**src/rtl/muldiv_pkg.sv**
```systemverilog
// Shared encodings and constants for the RV32M iterative multiply/divide sequencer.
package muldiv_pkg;

    localparam int XLEN_DEF  = 32;
    localparam int CNT_W_DEF = 5;

    localparam logic [2:0] OP_MUL    = 3'd0;
    localparam logic [2:0] OP_MULH   = 3'd1;
    localparam logic [2:0] OP_MULHSU = 3'd2;
    localparam logic [2:0] OP_MULHU  = 3'd3;
    localparam logic [2:0] OP_DIV    = 3'd4;
    localparam logic [2:0] OP_DIVU   = 3'd5;
    localparam logic [2:0] OP_REM    = 3'd6;
    localparam logic [2:0] OP_REMU   = 3'd7;

    localparam logic [31:0] INT_MIN  = 32'h8000_0000;
    localparam logic [31:0] ALL_ONES = 32'hFFFF_FFFF;

    typedef enum logic [2:0] {
        ST_IDLE,
        ST_CALC,
        ST_SPECIAL,
        ST_FIX,
        ST_DONE
    } state_t;

    function automatic logic is_div_op(input logic [2:0] op);
        return op[2];
    endfunction

    function automatic logic op1_signed(input logic [2:0] op);
        return (op == OP_MULH) || (op == OP_MULHSU) || (op == OP_DIV) || (op == OP_REM);
    endfunction

    function automatic logic op2_signed(input logic [2:0] op);
        return (op == OP_MULH) || (op == OP_DIV) || (op == OP_REM);
    endfunction

endpackage

```
**src/rtl/muldiv_iter_core.sv**
```systemverilog
// One shift-add / restoring-subtract step on magnitudes, plus the final sign fix and result select.
module muldiv_iter_core
    import muldiv_pkg::*;
#(
    parameter int XLEN = XLEN_DEF
) (
    input  logic [2:0]      op,
    input  logic [XLEN-1:0] hi,
    input  logic [XLEN-1:0] lo,
    input  logic [XLEN-1:0] b,
    input  logic            neg_a,
    input  logic            neg_b,
    output logic [XLEN-1:0] hi_next,
    output logic [XLEN-1:0] lo_next,
    output logic [XLEN-1:0] result
);

    logic [XLEN:0]     shifted;
    logic [XLEN:0]     diff;
    logic [XLEN:0]     sum;
    logic [2*XLEN-1:0] product;
    logic [XLEN-1:0]   quo;
    logic [XLEN-1:0]   rem;

    // NOTE: every always_comb output gets a default first so no path can infer a latch.
    always_comb begin
        hi_next = '0;
        lo_next = '0;
        shifted = {hi, lo[XLEN-1]};
        diff    = shifted - {1'b0, b};
        sum     = {1'b0, hi} + (lo[0] ? {1'b0, b} : '0);
        if (is_div_op(op)) begin
            // Partial remainder stays below the divisor, so diff's top bit is exactly the borrow.
            if (!diff[XLEN]) begin
                hi_next = diff[XLEN-1:0];
                lo_next = {lo[XLEN-2:0], 1'b1};
            end else begin
                hi_next = shifted[XLEN-1:0];
                lo_next = {lo[XLEN-2:0], 1'b0};
            end
        end else begin
            hi_next = sum[XLEN:1];
            lo_next = {sum[0], lo[XLEN-1:1]};
        end
    end

    always_comb begin
        result  = '0;
        product = {hi, lo};
        if (neg_a ^ neg_b) begin
            product = -product;
        end
        quo = (neg_a ^ neg_b) ? -lo : lo;
        rem = neg_a ? -hi : hi;
        case (op)
            OP_MUL:                       result = product[XLEN-1:0];
            OP_MULH, OP_MULHSU, OP_MULHU: result = product[2*XLEN-1:XLEN];
            OP_DIV, OP_DIVU:              result = quo;
            default:                      result = rem;
        endcase
    end

endmodule

```
**src/rtl/exe_muldiv_ctrl.sv**
```systemverilog
// Execute-stage RV32M sequencer: accepts one op, runs 32 iterations, returns result with its rd tag.
module exe_muldiv_ctrl
    import muldiv_pkg::*;
#(
    parameter int XLEN  = XLEN_DEF,
    parameter int CNT_W = CNT_W_DEF
) (
    input  logic            clk,
    input  logic            rst,
    input  logic            in_valid,
    output logic            in_ready,
    input  logic [2:0]      in_op,
    input  logic [XLEN-1:0] in_op1,
    input  logic [XLEN-1:0] in_op2,
    input  logic [4:0]      in_rd,
    input  logic            flush,
    output logic            out_valid,
    input  logic            out_ready,
    output logic [XLEN-1:0] out_result,
    output logic [4:0]      out_rd,
    output logic            stall_req
);

    state_t            state_q, state_d;
    logic [CNT_W-1:0]  cnt_q, cnt_d;
    logic [2:0]        op_q, op_d;
    logic [4:0]        rd_q, rd_d;
    logic [XLEN-1:0]   hi_q, hi_d;
    logic [XLEN-1:0]   lo_q, lo_d;
    logic [XLEN-1:0]   b_q, b_d;
    logic [XLEN-1:0]   res_q, res_d;
    logic              neg_a_q, neg_a_d;
    logic              neg_b_q, neg_b_d;

    logic [XLEN-1:0]   hi_step, lo_step, fix_result;
    logic [XLEN-1:0]   mag1, mag2;
    logic              in_s1, in_s2, in_special, accept;

    muldiv_iter_core #(.XLEN(XLEN)) u_core (
        .op      (op_q),
        .hi      (hi_q),
        .lo      (lo_q),
        .b       (b_q),
        .neg_a   (neg_a_q),
        .neg_b   (neg_b_q),
        .hi_next (hi_step),
        .lo_next (lo_step),
        .result  (fix_result)
    );

    assign in_ready   = (state_q == ST_IDLE);
    assign out_valid  = (state_q == ST_DONE);
    assign out_result = res_q;
    assign out_rd     = rd_q;
    assign stall_req  = (state_q != ST_IDLE) && !(out_valid && out_ready);

    assign accept     = in_valid && in_ready && !flush;
    assign in_s1      = op1_signed(in_op) && in_op1[XLEN-1];
    assign in_s2      = op2_signed(in_op) && in_op2[XLEN-1];
    assign mag1       = in_s1 ? -in_op1 : in_op1;
    assign mag2       = in_s2 ? -in_op2 : in_op2;
    assign in_special = is_div_op(in_op) &&
                        ((in_op2 == '0) ||
                         (((in_op == OP_DIV) || (in_op == OP_REM)) &&
                          (in_op1 == INT_MIN) && (in_op2 == ALL_ONES)));

    always_comb begin
        state_d = state_q;
        cnt_d   = cnt_q;
        op_d    = op_q;
        rd_d    = rd_q;
        hi_d    = hi_q;
        lo_d    = lo_q;
        b_d     = b_q;
        res_d   = res_q;
        neg_a_d = neg_a_q;
        neg_b_d = neg_b_q;
        unique case (state_q)
            ST_IDLE: begin
                if (accept) begin
                    op_d    = in_op;
                    rd_d    = in_rd;
                    neg_a_d = in_s1;
                    neg_b_d = in_s2;
                    hi_d    = '0;
                    cnt_d   = '0;
                    if (in_special) begin
                        // Raw operands kept so SPECIAL can return op1 as the remainder.
                        lo_d    = in_op1;
                        b_d     = in_op2;
                        state_d = ST_SPECIAL;
                    end else if (is_div_op(in_op)) begin
                        lo_d    = mag1;
                        b_d     = mag2;
                        state_d = ST_CALC;
                    end else begin
                        lo_d    = mag2;
                        b_d     = mag1;
                        state_d = ST_CALC;
                    end
                end
            end
            ST_CALC: begin
                hi_d  = hi_step;
                lo_d  = lo_step;
                cnt_d = cnt_q + CNT_W'(1);
                if (cnt_q == CNT_W'(XLEN - 1)) begin
                    state_d = ST_FIX;
                end
            end
            ST_SPECIAL: begin
                // op[1] separates REM/REMU from DIV/DIVU.
                if (b_q == '0) begin
                    res_d = op_q[1] ? lo_q : ALL_ONES;
                end else begin
                    res_d = op_q[1] ? '0 : INT_MIN;
                end
                state_d = ST_DONE;
            end
            ST_FIX: begin
                res_d   = fix_result;
                state_d = ST_DONE;
            end
            ST_DONE: begin
                if (out_ready) begin
                    state_d = ST_IDLE;
                end
            end
            default: state_d = ST_IDLE;
        endcase
        if (flush) begin
            state_d = ST_IDLE;
            cnt_d   = '0;
        end
    end

    // NOTE: sequential state uses non-blocking assignments so every register samples pre-edge values.
    // NOTE: the datapath registers are reset too, so out_result/out_rd read zero straight out of reset.
    always_ff @(posedge clk or posedge rst) begin
        if (rst) begin
            state_q <= ST_IDLE;
            cnt_q   <= '0;
            op_q    <= '0;
            rd_q    <= '0;
            hi_q    <= '0;
            lo_q    <= '0;
            b_q     <= '0;
            res_q   <= '0;
            neg_a_q <= 1'b0;
            neg_b_q <= 1'b0;
        end else begin
            state_q <= state_d;
            cnt_q   <= cnt_d;
            op_q    <= op_d;
            rd_q    <= rd_d;
            hi_q    <= hi_d;
            lo_q    <= lo_d;
            b_q     <= b_d;
            res_q   <= res_d;
            neg_a_q <= neg_a_d;
            neg_b_q <= neg_b_d;
        end
    end

endmodule

```
**config.mk**
```make
export PLATFORM = sky130hd
export DESIGN_NAME = exe_muldiv_ctrl
export DESIGN_NICKNAME = d
export VERILOG_FILES = /design/src/rtl/muldiv_pkg.sv /design/src/rtl/muldiv_iter_core.sv /design/src/rtl/exe_muldiv_ctrl.sv
export SDC_FILE = /design/constraint.sdc
export NUM_CORES = 1
export LEC_CHECK = 0
export CAP_MARGIN = 5
export CORE_UTILIZATION = 25
export CTS_BUF_LIST = sky130_fd_sc_hd__clkbuf_16
export DETAILED_ROUTE_END_ITERATION = 10
export DONT_BUFFER_PORTS = 1
export GPL_TIMING_DRIVEN = 0
export PLACE_DENSITY = 0.46
export RECOVER_POWER = 50
export SYNTH_ARGS = -nofsm -noshare
export SYNTH_HDL_FRONTEND = slang
export SYNTH_SLANG_ARGS = --single-unit
```
**constraint.sdc**
```tcl
create_clock -name clk -period 4.5 [get_ports clk]
set_input_delay 0.45 -clock clk [delete_from_list [all_inputs] [get_ports clk]]
set_output_delay 0.45 -clock clk [all_outputs]
set_load 0.02 [all_outputs]
```
==> results.sh <==
export IMPL_ant_nets=0
export IMPL_crit_path_max_incr_delay_ns=0.51
export IMPL_rrSetupSlack_ns=0.04
export IMPL_netlist_top_cells_area="dfrtp_1 (23%), xnor2_1 (7.1%), a21oi_1 (6.4%), o21ai_0 (6.1%), ha_1 (5.6%)"
export IMPL_grt_pass1_wl_um=115000
export IMPL_setup_tns_ns=0
export IMPL_r2r_cells=13
export IMPL_utilization_pct=28.3
export IMPL_reg2reg_to="hi_q[5]"
export IMPL_instances_no_fill=3030
export IMPL_start_kind="flip-flop"
export IMPL_synthCells=2155
export IMPL_syn_area_sq_um=15800
export IMPL_cts_setup_buffers=0
export IMPL_die_x_um=253
export IMPL_critPathSlowestCell="dfrtp_2"
export IMPL_synth_edff_count=0
export IMPL_worstPathRequired_ns=4.89
export IMPL_min_to="out_rd[0]"
export IMPL_synth_area_leader_cell="dfrtp_1"
export IMPL_start_util_pct=25.5
export IMPL_dieArea_sq_um=64200
export IMPL_nFillCells=6869
export IMPL_ys_async_sr_fraction_pct=100
export IMPL_die_h_um=253
export IMPL_grt_pass1_vias=16585
export IMPL_antenna_found_initial=0
export IMPL_ys_types=84
export IMPL_fin_crit_sh_pct=99.2
export IMPL_worst_setup_path_end_kind="flip-flop"
export IMPL_fmax_mhz=224
export IMPL_routed_via_density=5.71
export IMPL_drc=0
export IMPL_path_cells="inv_1, ha_1, fa_1, nor2b_1, o2111ai_1, a21oi_2, o21ai_0, o221ai_2, a41oi_4, nand2_4, buf_2, a211oi_1, o21ai_0"
export IMPL_core_rowCount=91
export IMPL_route_vias_total=17307
export IMPL_cts_buffer_depth=2
export IMPL_path_buf_inv=2
export IMPL_postSynthAreaPerCell_sq_um=7.34
export IMPL_cpMostUsedCell="o21ai_0"
export IMPL_io_buffers=0
export IMPL_hp_start="in_rd[0]"
export IMPL_grt_overflow=0
export IMPL_worst_pin_slew_ns=2.14
export IMPL_violations="capacitance limit, slew limit"
export IMPL_min_path_type="primary input to flip-flop"
export IMPL_yosysTopAreaCellShare_pct=23.1
export IMPL_maxSlewViolCount=149
export IMPL_power_density_nw_per_um2=575
export IMPL_ys_flop_type="dfrtp_1"
export IMPL_grt_max_degree=106
export IMPL_wire_per_inst_um=26.2
export IMPL_nets=2330
export IMPL_clock_sinks=146
export IMPL_ys_seq_area_share_pct=23.1
export IMPL_ioPinCount=117
export IMPL_crit_fanout=10
export IMPL_fin_crit_ns=4.46
export IMPL_slew_headroom_pct=-43.5
export IMPL_skew_ns=0.0179
export IMPL_criticalPathCategory="flip-flop to flip-flop"
export IMPL_drt_iter0_drc=1847
export IMPL_drive_gt1_share_pct=4.42
export IMPL_placed_cells=3000
export IMPL_setup_viol_count_final=0
export IMPL_cts_buffers=17
export IMPL_h_tree_depth=4
export IMPL_critical_path_top_delay_family="compound AO/OA/AOI/OAI gates"
export IMPL_power_leakage_nw=6.80
export IMPL_status="finished, violations left"
export IMPL_firstDrtPassIters=6
export IMPL_clk_pin_slew_ns=0.07
export IMPL_gp_congestion=0.965
export IMPL_grt_use_total_pct=24.6
export IMPL_hold_viol=0
export IMPL_clock_latency_ns=0.49
export IMPL_drt_total_wl_um=79400
export IMPL_rsz0062_at_grt="false"
export IMPL_antenna_cells=0
export IMPL_worstHoldPathCells=2
export IMPL_timing_hold_ws_ns=0.0617
export IMPL_cts_tree="yes"
export IMPL_dp_hpwl_um=64100
export IMPL_synth_nets=2305
export IMPL_coreArea_sq_um=62100
export IMPL_cp_arrival_ns=4.85
export IMPL_drv_cap=2
export IMPL_ir_drop_uv=329
export IMPL_synth_seq_cells=146
export IMPL_ys_warn_count=0
export IMPL_reg2reg_from="lo_q[31]"
export IMPL_area_delta_synth_final_pct=11.0
export IMPL_clockRootBuffer="clkbuf_16"
per-layer routing:
layer	global-route usage (%)	up-vias	share of wire [%]
met5	0	-	0
met4	10.0	0	3.8
met3	3.88	126	7.0
met2	39.1	758	45
met1	33.0	8505	44
li1	-	7918	-
power by group:
group	total (mW)	internal [mW]	switching (mW)	leakage, nW
registers	2.09	1.60	0.498	1.84
logic	6.53	2.26	4.27	4.68
clock network	1.47	0.772	0.693	0.282
total	10.1	4.63	5.46	6.80
registers in the layout, summed over array words and instances, names as in the netlist:
name and count:
state_q 3, op_q 3, cnt_q 5, lo_q 32, neg_b_q 1, out_result 32, hi_q 32, b_q 32
neg_a_q 1, out_rd 5
metrics by stage:
stage          setup slack [ns]  cell area (sq um)  total power [mW]
6_report                 0.0352              17500              10.1
5_1_grt                 0.00159              17500              10.7
4_1_cts                 0.00680              17600              9.93
3_5_place_dp             -0.992              16900              8.41
3_3_place_gp              -2.13              16900              8.41
2_1_floorplan             0.127              15800              6.29
cell families (layout without fill, tap and decap cells):
logic type                 count (synthesis)  in the layout  share of synthesized area, %
AOI/OAI and AO/OA                        691            691                          27.4
xor gates and xnor gates                 202            202                          11.2
adders and majority gates                 73             73                          5.87
buffers and inverters                    231            269                          5.58
DFF                                      146            146                          23.1
muxes                                     55             55                          3.59
and+or+nand+nor                          757            757                          23.3
area by class of cell:
cell class | instances | area (sq um) | area share, %
inverter | 74 | 279 | 1.59
clock inverter | 15 | 149 | 0.849
multi-input combinational | 1778 | 11300 | 64.6
buffer | 154 | 601 | 3.42
clock buffer | 17 | 425 | 2.42
timing repair buffer | 9 | 62.6 | 0.357
tap | 837 | 1050 | 5.97
sequential | 146 | 3650 | 20.8
placed cells by master (no fill, tap or decap), types with 24 or more instances in the layout:
cell	n
a21oi_1	202
clkbuf_1	136
dfrtp_1	145
ha_1	71
inv_1	72
mux2i_1	41
nand2_1	201
nand2b_1	27
nand3_1	44
nor2_1	221
nor2b_1	26
nor3_1	64
nor4_1	41
o21ai_0	193
o22ai_1	28
o31ai_1	24
xnor2_1	129
xor2_1	73
what timing repair did:
item | CTS | global route
endpoints found under the setup margin | 29 | 19
gates resized for setup | 12 | 10
hold buffers | 1 | 0
endpoints found under the hold margin | 41 | 0
pin swaps | 0 | 1
worst max path at each step:
stage,endpoint,cells after the start,from,slack (ns)
floorplan,b_q[0],1,rst,0.13
global placement,out_result[10],1,rst,-2.13
detailed placement,hi_q[5],14,lo_q[31],-0.99
CTS,out_result[12],12,lo_q[0],0.007
global route,hi_q[8],14,lo_q[31],0.002
finish,hi_q[5],13,lo_q[31],0.04
Yosys cell counts, drive strengths merged (13+ instances only):
cell and n:
nand2 202, o31ai 25, or4 16, mux2i 41
a31oi 21, mux2 14, o22ai 28, a22oi 20
xor2 73, a21o 18, a21oi 203, o21a 14
clkbuf 145, o221ai 13, dfrtp 146, and3 13
nor2 222, or3 24, o211ai 19, nand3 45
and2 14, nor2b 26, o21ai 197, inv 73
ha 71, a221o 16, nor3 66, nand4 22
a211oi 19, nor4 43, nand2b 27, xnor2 129
No activity file was read; power rests on OpenSTA's default activity.
